### src/rtl/assoc_data_cache_pkg.sv
// Shared definitions for the fully-associative write-through data cache.
package assoc_data_cache_pkg;

  typedef enum logic [1:0] {
    IDLE  = 2'd0,
    FILL  = 2'd1,
    WRITE = 2'd2
  } cache_state_e;

  function automatic int tag_width(input int addr_w, input int offset_w);
    return addr_w - offset_w;
  endfunction

endpackage

### src/rtl/assoc_data_cache_if.sv
// Datapath-side access signals plus the handshaked backing-memory bus.
interface assoc_data_cache_if #(
  parameter int ADDR_W = 32,
  parameter int DATA_W = 32
) ();
  logic [ADDR_W-1:0] cpu_addr;
  logic [DATA_W-1:0] cpu_wdata;
  logic              cpu_read;
  logic              cpu_write;
  logic [DATA_W-1:0] cpu_rdata;
  logic              cpu_stall;
  logic              mem_req;
  logic              mem_we;
  logic [ADDR_W-1:0] mem_addr;
  logic [DATA_W-1:0] mem_wdata;
  logic              mem_ack;
  logic [DATA_W-1:0] mem_rdata;

  // cache side
  modport slave (
    input  cpu_addr, cpu_wdata, cpu_read, cpu_write, mem_ack, mem_rdata,
    output cpu_rdata, cpu_stall, mem_req, mem_we, mem_addr, mem_wdata
  );

  // datapath + memory side
  modport master (
    output cpu_addr, cpu_wdata, cpu_read, cpu_write, mem_ack, mem_rdata,
    input  cpu_rdata, cpu_stall, mem_req, mem_we, mem_addr, mem_wdata
  );
endinterface

### src/rtl/assoc_victim_select.sv
// Replacement choice: lowest invalid line, else the round-robin pointer.
module assoc_victim_select #(
  parameter  int LINES = 16,
  localparam int IDX_W = $clog2(LINES)
) (
  input  logic [LINES-1:0] valid,
  input  logic [IDX_W-1:0] rr_ptr,
  output logic [IDX_W-1:0] victim,
  output logic             used_ptr
);
  always_comb begin
    victim   = rr_ptr;
    used_ptr = 1'b1;
    // descending scan so the lowest invalid index wins
    for (int i = LINES - 1; i >= 0; i--) begin
      if (!valid[i]) begin
        victim   = IDX_W'(i);
        used_ptr = 1'b0;
      end
    end
  end
endmodule

### src/rtl/assoc_data_cache.sv
// Fully-associative write-through, write-no-allocate data cache with
// zero-latency read hits, fill-on-miss and hit/miss counters.
module assoc_data_cache
  import assoc_data_cache_pkg::*;
#(
  parameter int LINES    = 16,
  parameter int ADDR_W   = 32,
  parameter int DATA_W   = 32,
  parameter int OFFSET_W = 2,
  parameter int CNT_W    = 32
) (
  input  logic              clk,
  input  logic              reset,
  assoc_data_cache_if.slave bus,
  output logic [CNT_W-1:0]  hit_count,
  output logic [CNT_W-1:0]  miss_count
);
  localparam int IDX_W = $clog2(LINES);
  localparam int TAG_W = tag_width(ADDR_W, OFFSET_W);
  localparam logic [ADDR_W-1:0] WORD_MASK = ~ADDR_W'((1 << OFFSET_W) - 1);

  cache_state_e      state, state_nxt;
  logic [LINES-1:0]  valid;
  logic [TAG_W-1:0]  tag_arr  [LINES];
  logic [DATA_W-1:0] data_arr [LINES];
  logic [IDX_W-1:0]  rr_ptr, victim, hit_idx;
  logic              used_ptr, hit;
  logic [ADDR_W-1:0] lat_addr;
  logic [DATA_W-1:0] lat_wdata, rdata_q;
  logic [TAG_W-1:0]  cpu_tag;
  logic              wr_issue, rd_hit, rd_miss, fill_done;

  assign cpu_tag = bus.cpu_addr[ADDR_W-1:OFFSET_W];

  always_comb begin
    hit     = 1'b0;
    hit_idx = '0;
    for (int i = 0; i < LINES; i++) begin
      if (valid[i] && tag_arr[i] == cpu_tag) begin
        hit     = 1'b1;
        hit_idx = IDX_W'(i);
      end
    end
  end

  assoc_victim_select #(.LINES(LINES)) u_victim (
    .valid    (valid),
    .rr_ptr   (rr_ptr),
    .victim   (victim),
    .used_ptr (used_ptr)
  );

  always_ff @(posedge clk) begin
    if (reset) state <= IDLE;
    else       state <= state_nxt;
  end

  always_comb begin
    state_nxt     = state;
    wr_issue      = 1'b0;
    rd_hit        = 1'b0;
    rd_miss       = 1'b0;
    fill_done     = 1'b0;
    bus.cpu_rdata = rdata_q;
    bus.cpu_stall = 1'b0;
    bus.mem_req   = 1'b0;
    bus.mem_we    = 1'b0;
    bus.mem_addr  = '0;
    bus.mem_wdata = '0;
    unique case (state)
      IDLE: begin
        if (bus.cpu_write) begin
          wr_issue      = 1'b1;
          bus.cpu_stall = 1'b1;
          state_nxt     = WRITE;
        end else if (bus.cpu_read) begin
          if (hit) begin
            rd_hit        = 1'b1;
            bus.cpu_rdata = data_arr[hit_idx];
          end else begin
            rd_miss       = 1'b1;
            bus.cpu_stall = 1'b1;
            state_nxt     = FILL;
          end
        end
      end
      FILL: begin
        bus.cpu_stall = 1'b1;
        bus.mem_req   = 1'b1;
        bus.mem_addr  = lat_addr;
        if (bus.mem_ack) begin
          fill_done = 1'b1;
          state_nxt = IDLE;
        end
      end
      WRITE: begin
        bus.cpu_stall = 1'b1;
        bus.mem_req   = 1'b1;
        bus.mem_we    = 1'b1;
        bus.mem_addr  = lat_addr;
        bus.mem_wdata = lat_wdata;
        if (bus.mem_ack) state_nxt = IDLE;
      end
      default: state_nxt = IDLE;
    endcase
  end

  always_ff @(posedge clk) begin
    if (reset) begin
      valid      <= '0;
      rr_ptr     <= '0;
      hit_count  <= '0;
      miss_count <= '0;
      rdata_q    <= '0;
      lat_addr   <= '0;
      lat_wdata  <= '0;
    end else begin
      if (wr_issue || rd_miss) lat_addr <= bus.cpu_addr & WORD_MASK;
      if (wr_issue) lat_wdata <= bus.cpu_wdata;
      if (rd_hit || (wr_issue && hit))   hit_count  <= hit_count + CNT_W'(1);
      if (rd_miss || (wr_issue && !hit)) miss_count <= miss_count + CNT_W'(1);
      if (rd_hit) rdata_q <= data_arr[hit_idx];
      // victim is stable across FILL since valid only changes here
      if (fill_done) begin
        valid[victim] <= 1'b1;
        rdata_q       <= bus.mem_rdata;
        if (used_ptr) rr_ptr <= rr_ptr + IDX_W'(1);
      end
    end
  end

  // tag/data arrays carry no reset; reset only blocks their update
  always_ff @(posedge clk) begin
    if (!reset) begin
      if (wr_issue && hit) data_arr[hit_idx] <= bus.cpu_wdata;
      if (fill_done) begin
        tag_arr[victim]  <= lat_addr[ADDR_W-1:OFFSET_W];
        data_arr[victim] <= bus.mem_rdata;
      end
    end
  end
endmodule

### src/flat_wrapper.sv
// flat-port wrapper written by rule: the top's interface ports become plain ports
module assoc_data_cache_flat import assoc_data_cache_pkg::*;
#(
  parameter int LINES    = 16,
  parameter int ADDR_W   = 32,
  parameter int DATA_W   = 32,
  parameter int OFFSET_W = 2,
  parameter int CNT_W    = 32
)
  (clk, reset, hit_count, miss_count, bus_cpu_addr, bus_cpu_wdata, bus_cpu_read, bus_cpu_write, bus_mem_ack, bus_mem_rdata, bus_cpu_rdata, bus_cpu_stall, bus_mem_req, bus_mem_we, bus_mem_addr, bus_mem_wdata);
  assoc_data_cache_if #(.ADDR_W(ADDR_W), .DATA_W(DATA_W)) bus_i ();
  input  logic clk;
  input  logic reset;
  output logic [CNT_W-1:0] hit_count;
  output logic [CNT_W-1:0] miss_count;
  input wire logic [$bits(bus_i.cpu_addr)-1:0] bus_cpu_addr;
  input wire logic [$bits(bus_i.cpu_wdata)-1:0] bus_cpu_wdata;
  input wire logic [$bits(bus_i.cpu_read)-1:0] bus_cpu_read;
  input wire logic [$bits(bus_i.cpu_write)-1:0] bus_cpu_write;
  input wire logic [$bits(bus_i.mem_ack)-1:0] bus_mem_ack;
  input wire logic [$bits(bus_i.mem_rdata)-1:0] bus_mem_rdata;
  output wire logic [$bits(bus_i.cpu_rdata)-1:0] bus_cpu_rdata;
  output wire logic [$bits(bus_i.cpu_stall)-1:0] bus_cpu_stall;
  output wire logic [$bits(bus_i.mem_req)-1:0] bus_mem_req;
  output wire logic [$bits(bus_i.mem_we)-1:0] bus_mem_we;
  output wire logic [$bits(bus_i.mem_addr)-1:0] bus_mem_addr;
  output wire logic [$bits(bus_i.mem_wdata)-1:0] bus_mem_wdata;
  assign bus_i.cpu_addr = bus_cpu_addr;
  assign bus_i.cpu_wdata = bus_cpu_wdata;
  assign bus_i.cpu_read = bus_cpu_read;
  assign bus_i.cpu_write = bus_cpu_write;
  assign bus_i.mem_ack = bus_mem_ack;
  assign bus_i.mem_rdata = bus_mem_rdata;
  assign bus_cpu_rdata = bus_i.cpu_rdata;
  assign bus_cpu_stall = bus_i.cpu_stall;
  assign bus_mem_req = bus_i.mem_req;
  assign bus_mem_we = bus_i.mem_we;
  assign bus_mem_addr = bus_i.mem_addr;
  assign bus_mem_wdata = bus_i.mem_wdata;
  assoc_data_cache #(.LINES(LINES), .ADDR_W(ADDR_W), .DATA_W(DATA_W), .OFFSET_W(OFFSET_W), .CNT_W(CNT_W)) u_core (.clk(clk), .reset(reset), .bus(bus_i), .hit_count(hit_count), .miss_count(miss_count));
endmodule
### config.mk
export PLATFORM = sky130hd
export DESIGN_NAME = assoc_data_cache_flat
export DESIGN_NICKNAME = d
export VERILOG_FILES = /design/src/rtl/assoc_data_cache_pkg.sv /design/src/rtl/assoc_data_cache_if.sv /design/src/rtl/assoc_victim_select.sv /design/src/rtl/assoc_data_cache.sv /design/src/flat_wrapper.sv
export SDC_FILE = /design/constraint.sdc
export NUM_CORES = 2
export LEC_CHECK = 0
export BUFFER_PORTS_ARGS = -buffer_cell sky130_fd_sc_hd__buf_2
export CORE_MARGIN = 10
export CORE_UTILIZATION = 61
export DETAILED_ROUTE_END_ITERATION = 8
export GPL_ROUTABILITY_DRIVEN = 0
export PLACE_DENSITY = 0.79
export SETUP_SLACK_MARGIN = 0.3
export SLEW_MARGIN = 20
export SYNTH_ARGS = -nofsm -noshare
export SYNTH_HDL_FRONTEND = slang
export SYNTH_SLANG_ARGS = --single-unit
### constraint.sdc
create_clock -name clk -period 8.15 [get_ports clk]
set_input_delay 1.63 -clock clk [delete_from_list [all_inputs] [get_ports clk]]
set_output_delay 1.63 -clock clk [all_outputs]
set_load 0.02 [all_outputs]
=== Yosys cells after proc, flatten, opt, wreduce, memory -nomap -nowiden ===
Memory sizes are Yosys's and may differ from the RTL's.
Index checks and enable logic that the tools add are counted.
W data, S select, Z words.

* Bits in registers: 180
* Bits in writable memories: 992
* Input port bits: 101
* Output and inout port bits: 163
* Word-level logic and storage cells: 169
* Memories kept: 2

{| class="wikitable"
|+ Memory list
! name !! words !! bits a word !! rd ports !! clocked after memory_dff !! write ports !! RTL line !! RTL
|-
| u_core.data_arr || 16 || 32 || 1 || 0 || 1 || assoc_data_cache.sv:25 || <nowiki>logic [DATA_W-1:0] data_arr [LINES];</nowiki>
|-
| u_core.tag_arr || 16 || 30 || 16 || 0 || 1 || assoc_data_cache.sv:24 || <nowiki>logic [TAG_W-1:0] tag_arr [LINES];</nowiki>
|}

* $add $sub $neg: 3
* Order comparisons: 2
* Equal/unequal tests: 21
* Muxes and demuxes: 103
* Bitwise gates (word level): 1
* Reductions and logical operators: 29

{| class="wikitable"
|+ Operators by type and width
! kind !! count
|-
| $eq A30 B30 Y1 || 16
|-
| $mux W32 || 9
|-
| $mux W4 || 25
|-
| $add A32 B1 Y32 const B || 2
|-
| $mux W1 || 56
|-
| $reduce_or A32 Y1 || 1
|-
| $logic_and A1 B1 Y1 || 19
|-
| $or A16 B16 Y16 || 1
|-
| $mux W2 || 6
|-
| $mux W3 || 4
|-
| $ne A3 B3 Y1 const B || 2
|-
| $lt A4 B5 Y1 const B || 1
|-
| $add A4 B1 Y4 const B || 1
|-
| $demux W1 S4 || 1
|-
| $ge A4 B1 Y1 const B || 1
|-
| $pmux W2 S2 || 1
|-
| $logic_or A1 B1 Y1 || 3
|-
| $reduce_and A3 Y1 || 1
|-
| $eq A2 B1 Y1 const B || 1
|-
| $eq A2 B2 Y1 const B || 1
|-
| $logic_not A2 Y1 || 1
|-
| $ne A2 B1 Y1 const B || 1
|-
| $pmux W1 S2 || 1
|-
| $reduce_and A2 Y1 || 1
|-
| other kinds (3) || 3
|}

=== Longest topological paths before layout ===
An unclocked memory read counts as a cell.

* Depth after elaboration: 25
* Gate-level depth with buffers: 16
* Depth with buffers taken out: 11

=== Modules after synthesis ===
From an unflattened synthesis, not the netlist that was laid out.

* Cells, all modules: 3623
* Area, all modules: 49777.7 um^2

{| class="wikitable"
|+ By module, submodules not included
! module !! times used !! cells each !! area each (um^2) !! sequential area each (um^2)
|-
| assoc_data_cache || 1 || 3589 || 49575.0 || 33392.0
|-
| assoc_victim_select || 1 || 34 || 202.7 || 0.0
|}

=== Worst setup path before layout ===
No wires, ideal clock.

* Path kind: input port to output port
* Start: in bus_cpu_addr[28]
* End: out bus_cpu_rdata[10]
* Arrival: 4.654 ns
* Required time: 6.520 ns
* Slack: 1.866 ns
* Stages: 15
* Buffers on the path: 4
* Cells stage by stage: buf_2 buf_2 xnor2_1 nand4_1 nor4_1 nand2_1 a221o_1 and4_1 o21bai_1 buf_4 buf_2 mux2i_1 mux2i_1 a2111oi_2 nor2_1

* Longest elaborated chain between the ends: 22
* Elaborated cells on any way between the ends: 68
* Those cells by class: eq/ne (16); mux (35); reduce/logical (16); memory (1)

{| class="wikitable"
|+ Ends and longest elaborated chain
! what !! RTL line !! RTL
|-
| start: declaration || flat_wrapper.sv:16 || <nowiki>input wire logic [$bits(bus_i.cpu_addr)-1:0] bus_cpu_addr;</nowiki>
|-
| $eq A30 B30 Y1 || assoc_data_cache.sv:39 || <nowiki>if (valid[i] && tag_arr[i] == cpu_tag) begin</nowiki>
|-
| $logic_and A1 B1 Y1 || assoc_data_cache.sv:39 ||
|-
| $mux W1 || assoc_data_cache.sv:39 ||
|-
| $mux W2 or $mux W1 (tied branches) (2 in a row) || assoc_data_cache.sv:39 ||
|-
| $mux W3 or $mux W1 (tied branches) (4 in a row) || assoc_data_cache.sv:39 ||
|-
| $mux W4 or $mux W1 (tied branches) (8 in a row) || assoc_data_cache.sv:39 ||
|-
| $mem_v2 Z16 W32 or $mux W1 (tied branches) || -- ||
|-
| $mux W32 (*) || assoc_data_cache.sv:77 || <nowiki>if (hit) begin</nowiki>
|-
| $mux W32 (*) || assoc_data_cache.sv:76 || <nowiki>end else if (bus.cpu_read) begin</nowiki>
|-
| $mux W32 (*) || assoc_data_cache.sv:72 || <nowiki>if (bus.cpu_write) begin</nowiki>
|-
| $mux W32 (*) || assoc_data_cache.sv:70 || <nowiki>unique case (state)</nowiki>
|-
| end: declaration || flat_wrapper.sv:22 || <nowiki>output wire logic [$bits(bus_i.cpu_rdata)-1:0] bus_cpu_rdata;</nowiki>
|}

Every way passes the cells marked *; elsewhere a longest branch is shown, timed or not.

=== Worst setup path in the final report ===
* Start: in bus_cpu_addr[31]
* End: out bus_cpu_rdata[1]

The elaborated chain is that of the path after synthesis.

==> metrics <==
status finished, final reports clean; critical path fanouts, max 15; WL final 150 mm; maximum number of pins on one net before global-route repair 89; vias in the first global route 34300; arrival time worst endpoint 6140 ps; proportion of synthesized area in mux cells 3.79%; first-pass GRT wire length 218 mm; number of nets in the layout 4302; hold path start u_core.lat_wdata[15]; CTS Buf Count 115; fill count 5465; yosys warns 0; TNS Setup 0 ps; DRT antenna net count 0; H-tree level count 3; First-pass DRT Iterations 6; fmax 129 MHz; fin crit period 7770 ps; Worst slew margin 19.1%; Yosys top cell by area edfxtp_1; CORE AREA 83600 um2; VDD IR max 0.000227 V; initial antenna violation count 6; # hold bufs at CTS 0; predominant post-synthesis flop cell edfxtp_1; area share of the largest cell type after synthesis 58.0%; io pins 264; Design Power 12700 uW; Mean Syn Cell Area 13.3 um2; number of setup violations in the final report 0; RSZ-0062 raised after global routing no; crit end category output port; Post-synth top cells 992 x edfxtp_1, 469 x xnor2_1, 287 x nand2_1; Die ar. 96200 um2; post-synthesis instance area 51400 um2; Vias 35000; Seq/Total Area, Yosys 65.0%; worst min path class reg2reg; CTS Root Cell clkbuf_16; simple-gate share of the synthesized area 12.8%; Total GRT Usage 30.5%; area fraction in compound gates after synthesis 6.09%; XOR/XNOR Fraction of Synth Area 9.00%; reg2reg start u_core.tag_arr[8][5]; most frequent cell after synthesis edfxtp_1; share of cells above drive strength 1 18.5%; area share of fa/ha/maj cells after synthesis 0.171%; number of flops mapped to enable cells by yosys 992; DRT iter0 DRCs 4801; # port buffers 259; Syn Inst Count 3855; Critical path origin bus_cpu_addr[31]; Max-Cap Viols 0; #FFs+latches synth 1172; Clock Skews 85.7 ps; CP startpoint kind primary input; Netlist cell types 73; WL/cell 27.8 um; PwrDens 216 nW/um2; row count 106; Chip Height 310 um; routed vias/inst 6.52; Async SR Flop Fraction 0%; Area contributors post-synth edfxtp_1 58%, xnor2_1 8.0%, dfxtp_1 7.0%, mux2i_1 3.7%, nand4_1 3.0%; CP required 6520 ps; Worst-Margin Slew 1210 ps; area grow syn2layout 14.1%; total clock sinks 1172; Lkg Pwr 0.0198 uW; placed wire-length estimate 93.1 mm; Hold Fails Final Rpt 0; Initial Util 61.5%; Die X 310 um; fin. max-slew vios 0; grt ovf 0; largest family of logic cells by synthesized area simple AND/OR/NAND/NOR gates; CTS tree yes; crit path kind in2out; CTS clk-pin slew, worst paths 60 ps; worst skew pair latency 720 ps; Final Cycle Share 95.3%; DRC errors left 0; Clock Path Buffers 3
placed cells by master (no fill, tap or decap), types with 6 or more instances in the layout:
| master | count |
|---|---|
| edfxtp_1 | 992 |
| xnor2_1 | 469 |
| nand2_1 | 286 |
| buf_2 | 257 |
| nand4_1 | 244 |
| mux2i_1 | 192 |
| dfxtp_1 | 180 |
| nor2_1 | 167 |
| buf_4 | 167 |
| nand3_1 | 142 |
| clkbuf_16 | 115 |
| inv_1 | 95 |
| a21oi_1 | 89 |
| o21ai_0 | 89 |
| and3_1 | 80 |
| and2_1 | 67 |
| o211ai_1 | 66 |
| xor2_1 | 55 |
| nor4_1 | 51 |
| a31oi_1 | 33 |
| o31ai_1 | 32 |
| clkbuf_1 | 32 |
| a211oi_2 | 31 |
| nor4b_2 | 31 |
| a2111oi_2 | 31 |
| buf_12 | 27 |
| or3_1 | 24 |
| clkinv_2 | 23 |
| clkbuf_8 | 23 |
| nor2_4 | 19 |
| nor2_2 | 16 |
| o22ai_1 | 16 |
| or4_1 | 11 |
| nor3_1 | 10 |
| and4_1 | 9 |
| clkinv_1 | 9 |
| nor4b_1 | 8 |
| ha_1 | 6 |
path summary, 6_finish.rpt:
| kind | endpoint | slack, ps | cells past startpoint |
|---|---|---|---|
| worst min register to register | u_core.lat_wdata[15] | 450 | 2 |
| worst max-delay path | bus_cpu_rdata[1] | 380 | 15 |
| worst max register to register | u_core.data_arr[0][25] | 3120 | 11 |
| worst min-delay path | u_core.lat_wdata[15] | 450 | 2 |
cell families after synthesis:
logic type               count (synthesis)
AO/OA/AOI/OAI                          422
XOR/XNOR                               526
adder cells (fa/ha/maj)                  7
buffers and inverters                  327
flip-flops                            1172
multiplexers                           194
other                                    1
AND/OR/NAND/NOR                       1206
what timing repair did:
action | 4_1_cts | 5_1_grt
buffers inserted | 0 | 0
endpoints found under the setup margin | 0 | 15
endpoints found under the hold margin | 0 | 0
resized for setup | 0 | 2
critical path, stage by stage:
cell	delay [ps]
buf_2	520
xnor2_1	220
nand4_1	120
nor4_1	720
o211ai_1	360
a311oi_4	510
o21a_2	440
buf_4	310
buf_4	190
nand3_1	80
and3_1	190
nor4b_2	370
a2111oi_2	110
nor2_1	160
buf_2	190
routing by layer:
| metal | up-vias | track usage [%] | part of all wire [%] |
|---|---|---|---|
| met5 | - | 0 | 0.014 |
| met4 | 4 | 15.7 | 6.1 |
| met3 | 598 | 6.38 | 12 |
| met2 | 2393 | 49.0 | 47 |
| met1 | 17000 | 39.1 | 35 |
| li1 | 15000 | - | - |
power breakdown:
part / leakage [uW] / internal [uW] / switching [uW] / total [uW]
clock: 0.00186 / 2980 / 2290 / 5270
combinational: 0.00743 / 216 / 575 / 791
sequential: 0.0105 / 6580 / 39.8 / 6620
state kept, by name (all words and copies together), names as in the netlist:
name,count
u_core.lat_addr,30
u_core.valid,16
u_core.rdata_q,32
u_core.rr_ptr,4
u_core.state,2
u_core.miss_count,32
u_core.lat_wdata,32
u_core.hit_count,32
u_core.tag_arr,480
u_core.data_arr,512
stage by stage:
stage	cell area, um2	util, %	std cells	setup WS (ps)	hold slack [ps]
2_1_floorplan	51400	-	3856	1870	432
3_3_place_gp	54800	65.6	5157	571	437
3_5_place_dp	54800	65.6	5157	511	444
4_1_cts	58600	70.1	5373	457	452
5_1_grt	58600	70.1	5374	306	467
6_report	58600	70.1	5376	380	450
cell type report:
type / instances / area [um2] / area share [%]
clock inverter: 46 / 465 / 0.794
sequential: 1172 / 33400 / 57.0
inverter: 95 / 357 / 0.609
clock buffer: 170 / 3310 / 5.66
tap: 1080 / 1350 / 2.31
antenna: 3 / 7.51 / 0.0128
multi-input combinational: 2357 / 16600 / 28.3
timing repair buffer: 453 / 3100 / 5.29
Note: power is estimated with default switching activity, not from simulation.
